===== src/rtl/fb_pkg.sv =====
// Shared frame-buffer definitions: write-sequencer states, coordinate width,
// default screen geometry and a width helper used by the write path.
package fb_pkg;

    typedef enum logic [1:0] {
        ST_IDLE   = 2'd0,
        ST_GRANT  = 2'd1,
        ST_STREAM = 2'd2,
        ST_DONE   = 2'd3
    } fb_wr_state_t;

    localparam int FB_COORD_W  = 32;
    localparam int FB_SCREEN_W = 160;
    localparam int FB_SCREEN_H = 120;

    // Bits needed to index n items, never less than one.
    function automatic int fb_width_for(input int n);
        return (n > 1) ? $clog2(n) : 1;
    endfunction

endpackage


===== src/rtl/fb_addr_calc.sv =====
// Registered pixel-to-RAM write stage: linear address y*SCREEN_W + x.
// Define FB_WR_CLIP_EN to discard pixels outside the screen instead of wrapping.
module fb_addr_calc
    import fb_pkg::*;
#(
    parameter int COLOR_DEPTH = 9,
    parameter int SCREEN_W    = FB_SCREEN_W,
    parameter int SCREEN_H    = FB_SCREEN_H,
    parameter int ADDR_W      = fb_width_for(SCREEN_W * SCREEN_H)
) (
    input  logic                   clk,
    input  logic                   reset,
    input  logic                   accept,
    input  logic [FB_COORD_W-1:0]  x,
    input  logic [FB_COORD_W-1:0]  y,
    input  logic [COLOR_DEPTH-1:0] color,
    output logic                   mem_we,
    output logic [ADDR_W-1:0]      mem_addr,
    output logic [COLOR_DEPTH-1:0] mem_wdata
);

    localparam logic [ADDR_W-1:0] ROW_STRIDE = ADDR_W'(SCREEN_W);

    logic [ADDR_W-1:0] lin_addr;
    logic              in_range;

    assign lin_addr = y[ADDR_W-1:0] * ROW_STRIDE + x[ADDR_W-1:0];

`ifdef FB_WR_CLIP_EN
    assign in_range = (x < FB_COORD_W'(SCREEN_W)) && (y < FB_COORD_W'(SCREEN_H));
`else
    assign in_range = 1'b1;
`endif

    always_ff @(posedge clk) begin
        if (reset) begin
            mem_we    <= 1'b0;
            mem_addr  <= '0;
            mem_wdata <= '0;
        end else begin
            mem_we <= accept && in_range;
            if (accept && in_range) begin
                mem_addr  <= lin_addr;
                mem_wdata <= color;
            end
        end
    end

endmodule


===== src/rtl/fb_write_sequencer.sv =====
// Grants the frame-buffer write bus to each drawing source in turn and swaps
// buffers on frame once all sources are done. FB_WR_CLIP_EN enables clipping.
module fb_write_sequencer
    import fb_pkg::*;
#(
    parameter int MAX_WRITE_SOURCE = 1,
    parameter int COLOR_DEPTH      = 9,
    parameter int SCREEN_W         = FB_SCREEN_W,
    parameter int SCREEN_H         = FB_SCREEN_H,
    parameter int GRANT_TIMEOUT    = 16,
    parameter int SEL_W            = fb_width_for(MAX_WRITE_SOURCE + 1),
    parameter int ADDR_W           = fb_width_for(SCREEN_W * SCREEN_H)
) (
    input  logic                   clk,
    input  logic                   reset,
    input  logic                   frame,
    input  logic [COLOR_DEPTH-1:0] write_color_data,
    input  logic [FB_COORD_W-1:0]  write_x_addr,
    input  logic [FB_COORD_W-1:0]  write_y_addr,
    input  logic                   write_active,
    output logic                   write_awaited,
    output logic [SEL_W-1:0]       write_source_sel,
    output logic                   mem_we,
    output logic [ADDR_W-1:0]      mem_addr,
    output logic [COLOR_DEPTH-1:0] mem_wdata,
    output logic                   back_buf,
    output logic                   busy,
    output logic [7:0]             overrun_count,
    output fb_wr_state_t           dbg_state
);

    localparam int TMO_W = fb_width_for(GRANT_TIMEOUT + 1);
    localparam logic [TMO_W-1:0] TMO_LAST = TMO_W'(GRANT_TIMEOUT - 1);
    localparam logic [SEL_W-1:0] SEL_LAST = SEL_W'(MAX_WRITE_SOURCE);

    fb_wr_state_t     state;
    logic [TMO_W-1:0] idle_cnt;
    logic             accept;

    // Handshake: write_awaited acts as ready, write_active as valid; a pixel
    // transfers on every edge where both are high, and only then.
    assign accept    = write_awaited && write_active;
    assign dbg_state = state;

    always_ff @(posedge clk) begin
        if (reset) begin
            state            <= ST_IDLE;
            write_source_sel <= '0;
            write_awaited    <= 1'b0;
            busy             <= 1'b0;
            back_buf         <= 1'b0;
            overrun_count    <= '0;
            idle_cnt         <= '0;
        end else begin
            if (frame && busy && overrun_count != 8'hFF)
                overrun_count <= overrun_count + 8'd1;

            case (state)
                ST_IDLE: begin
                    if (frame) begin
                        state            <= ST_GRANT;
                        write_source_sel <= '0;
                        write_awaited    <= 1'b1;
                        busy             <= 1'b1;
                        idle_cnt         <= '0;
                    end
                end
                ST_GRANT, ST_STREAM: begin
                    if (write_active) begin
                        state <= ST_STREAM;
                    end else if (state == ST_GRANT && idle_cnt != TMO_LAST) begin
                        idle_cnt <= idle_cnt + 1'b1;
                    end else if (write_source_sel == SEL_LAST) begin
                        // Source finished (stream gap) or timed out: advance or finish.
                        state         <= ST_DONE;
                        write_awaited <= 1'b0;
                        busy          <= 1'b0;
                    end else begin
                        state            <= ST_GRANT;
                        write_source_sel <= write_source_sel + 1'b1;
                        idle_cnt         <= '0;
                    end
                end
                ST_DONE: begin
                    if (frame) begin
                        state            <= ST_GRANT;
                        back_buf         <= ~back_buf;
                        write_source_sel <= '0;
                        write_awaited    <= 1'b1;
                        busy             <= 1'b1;
                        idle_cnt         <= '0;
                    end
                end
                default: state <= ST_IDLE;
            endcase
        end
    end

    fb_addr_calc #(
        .COLOR_DEPTH (COLOR_DEPTH),
        .SCREEN_W    (SCREEN_W),
        .SCREEN_H    (SCREEN_H),
        .ADDR_W      (ADDR_W)
    ) u_addr_calc (
        .clk       (clk),
        .reset     (reset),
        .accept    (accept),
        .x         (write_x_addr),
        .y         (write_y_addr),
        .color     (write_color_data),
        .mem_we    (mem_we),
        .mem_addr  (mem_addr),
        .mem_wdata (mem_wdata)
    );

endmodule


===== config.mk =====
export PLATFORM = sky130hd
export DESIGN_NAME = fb_write_sequencer
export DESIGN_NICKNAME = d
export VERILOG_FILES = /design/src/rtl/fb_pkg.sv /design/src/rtl/fb_addr_calc.sv /design/src/rtl/fb_write_sequencer.sv
export SDC_FILE = /design/constraint.sdc
export NUM_CORES = 1
export LEC_CHECK = 0
export ABC_CLOCK_PERIOD_IN_PS = 3600
export CAP_MARGIN = 10
export CORE_MARGIN = 5
export CORE_UTILIZATION = 25
export DETAILED_ROUTE_END_ITERATION = 10
export PLACE_DENSITY = 0.55
export RECOVER_POWER = 100
export SYNTH_ARGS = -nofsm -noshare
export SYNTH_HDL_FRONTEND = slang
export SYNTH_SLANG_ARGS = --single-unit

===== constraint.sdc =====
create_clock -name clk -period 3.6 [get_ports clk]
set_input_delay 0.72 -clock clk [delete_from_list [all_inputs] [get_ports clk]]
set_output_delay 0.72 -clock clk [all_outputs]
set_load 0.01 [all_outputs]

### After elaboration in Yosys (flattened, before gate mapping)

Cells that the tools add are included.

* add/subtract/negate cells: 4
* multiply operators: 1
* divide/modulo/power cells: 0
* $lt $le $gt $ge: 0
* eq/ne operators: 11
* shift operators: 0
* mux-type cells: 20
* bitwise logic cells: 1
* reductions and logical operators: 12

Operator list (number)
* 2-to-1 mux 5 bit: 4
* adder 15 bit: 1
* multiplier 15 x 3 -> 10 bit, second input constant: 1
* case mux 5 bit (2 select lines): 1
* adder 8 x 1 -> 8 bit, second input constant: 1
* 2-to-1 mux 1 bit: 8
* 2-to-1 mux 2 bit: 4
* inequality test 8 bit, second input constant: 1
* inequality test 2 bit, second input constant: 3
* inequality test 3 bit, second input constant: 2
* AND reduction 3 bit: 2
* adder 5 x 1 -> 5 bit, second input constant: 1
* inequality test 5 x 4 -> 1 bit, second input constant: 1
* == test 2 bit, second input constant: 2
* logical AND 1 bit: 4
* case mux 1 bit (2 select lines): 2
* case mux 2 bit (2 select lines): 1
* AND reduction 2 bit: 2
* AND reduction 4 bit: 1
* OR reduction 2 bit: 2
* == test 2 x 1 -> 1 bit, second input constant: 1
* zero test 2 bit: 1
* inequality test 2 x 1 -> 1 bit, second input constant: 1
* adder 1 bit, second input constant: 1
* NOT 1 bit: 1

* bits in registers: 43
* bits in latches: 0
* bits in writable memories: 0
* memory bits (read-only): 0
* output and inout bits: 39
* word-level logic and storage cells: 58
* memories: 0

### Longest topological paths before layout

* word-level depth: 5
* depth in mapped cells: 13
* gate-level depth less buffers: 13

### Cells and area by module

A second synthesis with hierarchy kept.

* cell total of the unflattened synthesis: 284
* area total of the unflattened synthesis: 2571.2 um^2

Modules (own cells, without submodules)
* fb_addr_calc: instances 1, cells an instance 179, area each 1635.3 um^2, seq. area each 500.5 um^2
* fb_write_sequencer: instances 1, cells an instance 105, area each 935.9 um^2, seq. area each 360.3 um^2

### Worst setup path after synthesis

Ideal clock, no wire load.

* path kind: input port to flip-flop
* start point: input port write_y_addr[1]
* end point: register u_addr_calc.mem_addr[13]
* library setup time: 0.133 ns
* data arrival time: 3.146 ns
* required time: 3.467 ns
* slack: 0.321 ns
* stages: 12
* path buffers: 0
* cells stage by stage: ha_1 > ha_1 > fa_1 > a21o_1 > a21oi_1 > xnor2_1 > ha_1 > a21o_1 > o32a_1 > o41a_1 > xnor2_1 > a21oi_1

* longest elaborated chain between the ends: 2

RTL lines
* start: declaration: line fb_write_sequencer.sv:19 `input logic [FB_COORD_W-1:0] write_y_addr,`
* multiplier 15 x 3 -> 10 bit: line fb_addr_calc.sv:27 `assign lin_addr = y[ADDR_W-1:0] * ROW_STRIDE + x[ADDR_W-1:0];`
* adder 15 bit: line fb_addr_calc.sv:27
* end signal: assignment: line fb_addr_calc.sv:43 `mem_addr <= lin_addr;`
* end: declaration: line fb_addr_calc.sv:18 `output logic [ADDR_W-1:0] mem_addr,`

Every way passes these cells.
A chain may end at the register's enable or synchronous reset.

### Worst setup path after layout

Ends and elaborated chain as after synthesis.

==> impl_results.md <==
* Slowest CP cell: clkdlybuf4s50_1
* Top delay family on crit path: adder cells
* Die W at 107.3 um
* Sw frac at 0.3434
* Yosys cell types at 38
* Fin. Hold Viols at 0
* CP required at roughly 3.7 ns
* # resized after CTS at 0
* Postcts setup bufs at 0
* Top cell type's share of synthesized area at 0.3636
* Mean post-synth cell area at 8.577 sq um
* Initial drt markers at 41
* Clock Skew at between 0.0015 and 0.002 ns
* WS Path Type: input pin to register
* Switch Pwr at ~550 uW
* Crit path DAT at 3.55 ns
* Peak VDD IR at 0.1472 mV
* CTS Buf Count at 5
* Top FF cell, synth: dfxtp_1
* Pin count of the biggest net entering global routing at 25
* Post-Syn Nets at 382
* Max-cap violations at 0
* Ys async rst share at 0
* Slew Limit Headroom at 0.2946
* Die ar. at around 12,000 sq um
* Routed len/inst at between 10 and 15 um
* Yosys reg bits at 43
* H-tree depth at 2
* Area contributors post-synth: dfxtp_1 (36%), ha_1 (14%), a21oi_1 (7.4%)
* Global route overflow at 0
* Endpoint type of the worst setup path: register
* Fill cells at 953
* Area leader, netlist: dfxtp_1
* Placed insts at 485
* Clock buffer depth at 2
* Antenna Cells at 0
* Vias at 2,116
* Final Core Density at 0.3749
* Tmin final at 3.417 ns
* Achievable Freq at 0.2926 GHz
* Critical Path Source Type: input pin
* Fin crit share at 0.9492
* Overall Global Routing Usage at 0.1010
* Crit-path max cell delay at about 0.49 ns
* Part of the power in registers at 0.370
* NumNets Final at 469
* Sequential-to-total area share from yosys stat at 0.3636
* CTS clk-pin slew, worst paths at 0.08 ns
* Number of buffers and inverters on the critical path at 1
* DRC at 0
* Clock root buffer: clkbuf_8
* Finished Layout Cells at ~490
* YS warnings at 0
* GP Congestion at 0.7480
* Final setup viols at 0
* Die Y at around 110 um
* Clock sinks at 43
* Pleak at around 0.0015 uW
* Port bufs at 76
* DPL Wire Length at 4.492 mm
* Worst Hold Class: register to register
* Power Internal at 1058 uW
* Pre-Repair DR Iteration Count at 4
* Most numerous cell in the Yosys netlist: nand2_1
* Critical-path cell list: clkdlybuf4s50_1 -> ha_1 -> ha_2 -> fa_2 -> a21o_1 -> a21oi_2 -> xnor2_1 -> ha_1 -> a21o_1 -> o32a_1 -> o41a_1 -> xnor2_1 -> a21oi_1
* Row cnt at 35
* CP Max Fanout at 2
* Worst skew pair latency at 0.28 ns
* Via/cell ratio at 4.292
* Vias in the first global route at 2,097
* Hold_buf cts at 0
* Share of layout cells above drive strength 1 at 0.07418
* Run status: finished clean
* Clock share of power at 0.210
* Mapped Cells at 276
* Initial antenna violation count at 0
* First-pass GRT wire length at 9.563 mm
* Slew Limit Fails at 0
* IO Pins at about 120
* CTS tree: done
* Slew @ Worst Pin at 1.058 ns
* PD cells at 465.1 nW/um^2
* Top cells by instance count after synthesis: nand2_1 (46), dfxtp_1 (43), a21oi_1 (35), ha_1 (27), nor2_1 (22)
* RSZ-0062 raised after global routing: no
* Area Growth Syn to Fin at 46.35%
* Initial core utilization at 0.2562
* EDFF count, synth at 0
* Post-DRT Antenna Nets at 0
* Mapped Area at 2367 sq um
* Core box area at 9240 sq um
* Comb pwr share at 0.421
* Total Wirelength at 5.764 mm
[per-stage QoR]
step	TNS [ns]	hold slack [ns]	total power [uW]	setup slack [ns]	instance area [sq um]
2_1_floorplan	0	0.4716	1033	0.3214	2367
3_3_place_gp	-0.3013	0.4429	1308	-0.2253	3353
3_5_place_dp	-0.3935	0.4453	1320	-0.2710	3353
4_1_cts	0	0.4575	1672	0.03066	3457
5_1_grt	0	0.4716	1751	0.0003562	3465
6_report	0	0.4515	1611	0.1827	3465
[routing by layer]
layer / routed length [um] / vias up / part of all wire / GRT usage
li1: - / 1128 / - / -
met1: 2657 / 928 / 0.46 / 0.1220
met2: 2650 / 56 / 0.46 / 0.1743
met3: 402 / 4 / 0.070 / 0.02759
met4: 54 / 0 / 0.0094 / 0.03014
met5: 0 / - / 0 / 0
[layout by cell type, fill, tap and decap left out, types with 2 or more instances in the layout]
cell type        instances
nand2_1                 46
dfxtp_1                 43
dlygate4sd3_1           41
a21oi_1                 34
clkdlybuf4s50_1         34
ha_1                    26
nor2_1                  22
xnor2_1                 14
buf_4                   13
inv_1                    9
xor2_1                   9
o21ai_0                  7
clkbuf_8                 7
nand3_1                  5
a21o_1                   4
o21bai_1                 3
and3_1                   3
nor2b_1                  3
a211oi_1                 3
nand4_1                  3
o21a_1                   3
a31oi_1                  3
nor3_1                   3
nand2b_1                 2
mux2i_1                  2
or3_1                    2
nor4b_1                  2
[path summary, 6_finish.rpt]
check,from,to,slack (ns),cells past startpoint
min reg2reg,u_addr_calc.mem_addr[3],u_addr_calc.mem_addr[3],0.45,2
min,u_addr_calc.mem_addr[3],u_addr_calc.mem_addr[3],0.45,2
max reg2reg,idle_cnt[0],idle_cnt[3],1.68,9
max,write_y_addr[1],u_addr_calc.mem_addr[13],0.18,13
[final cells by class]
type | instances | area, sq um | share of cell area
inverters | 9 | 33.78 | 0.009751
multi-input cells | 214 | 1440 | 0.4157
repair buffers | 90 | 864.6 | 0.2495
clock buffers | 7 | 96.34 | 0.02781
well taps | 129 | 161.4 | 0.04659
flip-flops and latches | 43 | 860.8 | 0.2485
clock inverters | 1 | 7.507 | 0.002167
[cells by family after synthesis]
| kind of cell | count (synthesis) | share of synthesized area |
|---|---|---|
| fa+ha+maj | 29 | 0.1596 |
| simple gates | 96 | 0.1834 |
| mux | 2 | 0.008457 |
| buf+inv | 19 | 0.03171 |
| xor+xnor | 23 | 0.08510 |
| flops | 43 | 0.3636 |
| compound gates | 64 | 0.1681 |
[power by group through the flow]
stage	clock (uW)	sequential, uW	combinational (uW)
2_1_floorplan	0	629	404
3_3_place_gp	0	610	698
3_5_place_dp	0	612	708
4_1_cts	358	601	712
5_1_grt	381	608	763
6_report	338	596	678
[worst reg2reg max path, cell delays in order (launching register included)]
cell and delay, ns:
dfxtp_1 0.34, ha_1 0.21, and3_1 0.18, ha_1 0.19
nand2b_1 0.19, nand2_1 0.09, a22o_1 0.27, nand4_1 0.14
xor2_1 0.14, nor2_1 0.05
[registers in the layout, indices dropped and copies added (netlist names)]
name and cells:
dbg_state 2, busy 1, u_addr_calc.mem_we 1, write_source_sel 1
overrun_count 8, back_buf 1, idle_cnt 5, u_addr_calc.mem_addr 15
u_addr_calc.mem_wdata 9
Note: power is estimated with default switching activity, not from simulation.
